### config.mk
export PLATFORM = sky130hd
export DESIGN_NAME = calc_arbiter
export DESIGN_NICKNAME = d
export VERILOG_FILES = /design/src/rtl/calc_pkg.sv /design/src/rtl/calc_rr_arbiter.sv /design/src/rtl/calc_arbiter.sv
export SDC_FILE = /design/constraint.sdc
export NUM_CORES = 1
export LEC_CHECK = 0
export ABC_CLOCK_PERIOD_IN_PS = 12810
export BUFFER_PORTS_ARGS = -buffer_cell sky130_fd_sc_hd__buf_2
export CORE_AREA = 2 2 533 535
export CTS_CLUSTER_SIZE = 16
export DETAILED_ROUTE_END_ITERATION = 7
export DIE_AREA = 0 0 535 537
export GPL_ROUTABILITY_DRIVEN = 0
export HOLD_SLACK_MARGIN = 0.08
export PLACE_DENSITY = 0.3
export SLEW_MARGIN = 20
export SYNTH_ARGS = -nofsm -noshare
export SYNTH_HDL_FRONTEND = slang
export SYNTH_SLANG_ARGS = --single-unit
export TNS_END_PERCENT = 10
### constraint.sdc
create_clock -name clk -period 12.81 [get_ports clk]
set_input_delay 1.281 -clock clk [delete_from_list [all_inputs] [get_ports clk]]
set_output_delay 1.281 -clock clk [all_outputs]
set_load 0.005 [all_outputs]
### src/rtl/calc_pkg.sv
// calc_pkg: shared state encoding, widths and ASCII constants for the calculator arbiter.
package calc_pkg;
  typedef enum logic [1:0] {IDLE, LOAD, RUN, RESP} state_t;
  localparam int EXPR_W = 256;
  localparam int ANS_W = 32;
  localparam int GUARD_CYCLES = 2;
  localparam logic [7:0] NL = 8'h0A;
  localparam logic [7:0] SP = 8'h20;
endpackage

### src/rtl/calc_rr_arbiter.sv
// calc_rr_arbiter: combinational round-robin pick, searching upward from ptr+1 modulo N.
module calc_rr_arbiter #(
  parameter int N = 4,
  parameter int IW = 2
) (
  input  logic [N-1:0]  req,
  input  logic [IW-1:0] ptr,
  output logic [N-1:0]  gnt,
  output logic [IW-1:0] idx,
  output logic          any
);
  always_comb begin
    any = 1'b0;
    idx = '0;
    for (int k = 1; k <= N; k++)
      if (!any && req[(int'(ptr) + k) % N]) begin
        any = 1'b1;
        idx = IW'((int'(ptr) + k) % N);
      end
  end
  assign gnt = any ? N'(1) << idx : '0;
endmodule

### src/rtl/calc_arbiter.sv
// calc_arbiter: round-robin sharing of one Calculator engine with a tagged valid/ready result port.
// Define CALC_TIMEOUT_EN to bound each run to TIMEOUT cycles and report expiry on resp_err.
module calc_arbiter
  import calc_pkg::*;
#(
  parameter int NUM_REQ = 4,
  parameter int ID_W = 2,
  parameter int TIMEOUT = 4096
) (
  input  logic                       clk,
  input  logic                       rst,
  input  logic [NUM_REQ-1:0]         req_valid,
  input  logic [EXPR_W*NUM_REQ-1:0]  req_expr,
  output logic [NUM_REQ-1:0]         req_ready,
  output logic                       resp_valid,
  input  logic                       resp_ready,
  output logic [ID_W-1:0]            resp_id,
  output logic [ANS_W-1:0]           resp_ans,
  output logic                       resp_err,
  output logic                       busy,
  output logic                       calc_rst,
  output logic [EXPR_W-1:0]          calc_inp,
  input  logic [ANS_W-1:0]           calc_ans,
  input  logic                       calc_finished
);
  state_t state;
  logic [ID_W-1:0] ptr, g_idx, id_reg;
  logic [NUM_REQ-1:0] gnt;
  logic any, guard_done, done, expire;
  logic [EXPR_W-1:0] expr_reg;
  logic [1:0] g_cnt;

  calc_rr_arbiter #(.N(NUM_REQ), .IW(ID_W)) u_arb (
    .req(req_valid),
    .ptr(ptr),
    .gnt(gnt),
    .idx(g_idx),
    .any(any)
  );

  assign req_ready = (state == IDLE && !rst) ? gnt : '0;
  assign busy = state != IDLE;
  assign calc_rst = state != RUN;
  assign calc_inp = expr_reg;
  assign resp_valid = state == RESP;
  assign resp_id = id_reg;
  // the engine may still show the previous run's finished flag for the first RUN cycles
  assign guard_done = g_cnt == 2'(GUARD_CYCLES);
  assign done = state == RUN && guard_done && calc_finished;

`ifdef CALC_TIMEOUT_EN
  logic [15:0] to_cnt;
  always_ff @(posedge clk or posedge rst)
    if (rst) to_cnt <= '0;
    else to_cnt <= state == RUN ? to_cnt + 16'd1 : '0;
  assign expire = state == RUN && to_cnt == 16'(TIMEOUT - 1);
`else
  assign expire = 1'b0;
`endif

  always_ff @(posedge clk or posedge rst)
    if (rst) g_cnt <= '0;
    else g_cnt <= state != RUN ? '0 : guard_done ? g_cnt : g_cnt + 2'd1;

  always_ff @(posedge clk or posedge rst)
    if (rst) begin
      state <= IDLE;
      ptr <= ID_W'(NUM_REQ - 1);
      expr_reg <= '0;
      id_reg <= '0;
      resp_ans <= '0;
      resp_err <= 1'b0;
    end else begin
      case (state)
        IDLE: if (any) begin
          expr_reg <= req_expr[int'(g_idx)*EXPR_W +: EXPR_W];
          id_reg <= g_idx;
          ptr <= g_idx;
          state <= LOAD;
        end
        LOAD: state <= RUN;
        RUN: if (done || expire) begin
          resp_ans <= done ? calc_ans : '0;
          resp_err <= !done;
          state <= RESP;
        end
        RESP: if (resp_ready) state <= IDLE;
      endcase
    end
endmodule

==> results.md <==
* Hold crit path type: register to register
* Setup Buffers After CTS at 0
* First-pass GRT wire length at 250400 um
* Post-Syn Nets at 2981
* CP cell instances: buf_8 > a21oi_1 > o221a_4 > buf_4 > buf_4 > buf_4 > a22oi_1 > a31oi_1
* Final setup TNS at 0 ns
* I/O pins at 1362
* Cells after Synth at 1913
* Pleak at 0.01219 uW
* Crit Path Max Fanout at 77
* Crit path largest cell delay at 0.91 ns
* Core footprint at 281300 sq um
* Outcome: finished, final reports clean
* CP Data Required Time at 13.39 ns
* Most used cell, CP: buf_4
* Gr usage total at about an eighth
* Clock slew at reported path FFs at 0.06 ns
* Worst Tran Pin Value at 1.168 ns
* Via count of the routed design at around 24000
* Combinational Power Share at 52.8%
* Mapped Area at 16920 sq um
* Initial Utilization at 6.016%
* Final WL at 199300 um
* Drt first pass iters at 6
* Setup CP Type: primary input to register
* Hold Vio Cnt, Final at 0
* Main synth FF type: dfrtp_1
* Layout Cells excl Fill at 7016
* Seq pwr share at 26.0%
* Placed insts at a little under 7000
* Die area at 287300 sq um
* I/O Buffers at 1361
* Startpoint class of the critical path: primary input
* Arrival time at the worst endpoint at about 5 ns
* Pins Over Slew Limit at 0
* Slowest-stage cell, CP: buf_4
* Per-cell routed wire length at 28.41 um
* Root Driver: clkbuf_16
* Largest net degree at the start of global routing at 94
* Final Util at 10.57%
* Area leader, netlist: dfrtp_1
* Share of cells above drive strength 1 at 48.20%
* Power Density at between 200 and 250 nW/um^2
* Final setup fails at 0
* Clk pwr share at about a fifth
* WHS at 0.4937 ns
* FF/Latch Area at 7435 sq um
* RSZ-0062 raised after global routing: no
* Multi-input logic area at 8509 sq um
* Yosys warns at 0
* Remaining global-route overflow at 0
* Commonest cells in the netlist: dfrtp_1 (295), nor2_1 (262), nand2_1 (260)
* Area contributors post-synth: dfrtp_1 (44%), a41oi_1 (13%), a22oi_1 (11%), a31oi_1 (9.5%), nor2_1 (5.8%)
* Post-cts resize count at 0
* Cts bufs inserted at 46
* Syn avg cell area at 8.847 sq um
* Psw at 3176 uW
* Synth Register Bits at 297
* Clk buf depth at 3
* # fillers at ~33000
* Die H at 537 um
* Async set-or-reset flop fraction in the synthesized netlist at 100.0%
* Synth top area share at 43.62%
* Core Rows at 195
* Setup crit end kind: register
* Post-layout min period at between 4 and 5 ns
* Clock Skew at 0.01182 ns
* Register area share after synthesis at between 40% and 50%
* Detail Route Antenna Nets at 0
* Clk sinks at around 300
* Sw Ratio at 47.78%
* Starting DRC count in detailed routing at 1618
* Hold_buf cts at 0
* Number of synthesized flops with an enable pin at 0
* FMAX at 227.4 MHz
* Die Wd at 535 um
* Worst skew pair latency at 0.66 ns
* Cell with the most instances after synthesis: dfrtp_1
* Vias/cell at 3.420
* Final Cycle Share at 34.32%
* CTS tree: done
* # H-tree levels at 2
* Nets at 4199
* Distinct cell type count after synthesis at 37
* Max_cap viols at 0
* Initial antenna violation count at 234
* Slew headroom at between 20% and 30%
* Internal power at 3472 uW
* HPWL after DPL at 166200 um
* Reg-to-reg slack, setup at 8.42 ns
* Vias in the first global route at 24020
* IR drop worst, VDD at 104.1 uV
* DRC violations left at 0
* Area Overhead vs Synth at 75.76%
==> power groups by stage <==
stage	registers [uW]	logic (uW)	clock network (uW)
after global placement	1730	3560	0
after floorplan	1710	1780	0
after detailed placement	1740	3560	0
after CTS	1730	3560	1480
after global routing	1790	3790	1490
final	1730	3510	1410
==> critical path, delay by kind of cell <==
kind | cells | cell delay [ns]
buf+inv | 4 | 2.19
compound gates | 4 | 1.18
==> stage by stage <==
| step | total power [uW] | setup slack [ns] | instance area, sq um |
|---|---|---|---|
| 3_5_place_dp | 5298 | 7.855 | 27860 |
| 2_1_floorplan | 3483 | 3.293 | 16920 |
| 4_1_cts | 6777 | 8.568 | 29440 |
| 5_1_grt | 7075 | 8.347 | 29600 |
| 6_report | 6648 | 8.413 | 29740 |
| 3_3_place_gp | 5294 | 7.872 | 27840 |
==> registers in the layout, indices dropped and copies added (netlist names) <==
name	flops
calc_inp	256
g_cnt	2
ptr	2
resp_ans	32
resp_err	1
resp_id	2
state	2
==> kinds of logic after synthesis <==
family,share of synthesized area (%)
AOI/OAI and AO/OA,35.10
xor gates and xnor gates,0.1035
adders and majority gates,0.2957
buffers and inverters,6.262
DFF,43.93
muxes,2.129
and+or+nand+nor,12.18
==> routing by layer <==
layer	GRT usage (%)	vias up	part of all wire (%)
met2	20.89	1668	45
met3	6.117	456	13
li1	-	10030	-
met5	0	-	0.42
met4	5.649	126	5.0
met1	15.04	11720	37
==> path summary, 6_finish.rpt <==
kind                               from             to  cells after the start
max reg2reg                      ptr[1]  calc_inp[173]                      7
min reg2reg                    resp_err       resp_err                      1
min                            resp_err       resp_err                      1
min in group asynchronous           rst   calc_inp[63]                      2
max                        req_valid[2]  calc_inp[173]                      8
max in group asynchronous           rst  calc_inp[157]                      6
==> placed cells by master, fill, tap and decap left out, types with 14 or more instances in the layout <==
| cell type | Yosys | layout |
|---|---|---|
| a22oi_1 | 256 | 256 |
| mux2_2 | 32 | 32 |
| nand2_1 | 260 | 260 |
| buf_4 | 1 | 41 |
| buf_2 | 105 | 1360 |
| a31oi_1 | 256 | 256 |
| diode_2 | 0 | 109 |
| clkbuf_16 | 0 | 46 |
| a41oi_1 | 256 | 253 |
| nor2_1 | 262 | 262 |
| clkbuf_8 | 0 | 14 |
| dfrtp_1 | 295 | 295 |
==> area by class of cell <==
type	count	area share [%]
Antenna cell	109	0.9170
Sequential cell	297	24.99
Inverter	10	0.1514
Timing Repair Buffer	1406	24.26
Multi-Input combinational cell	1370	28.61
Clock buffer	68	4.619
Clock inverter	13	0.7025
Tap cell	3743	15.74
Power figures use the tool's default switching activity.
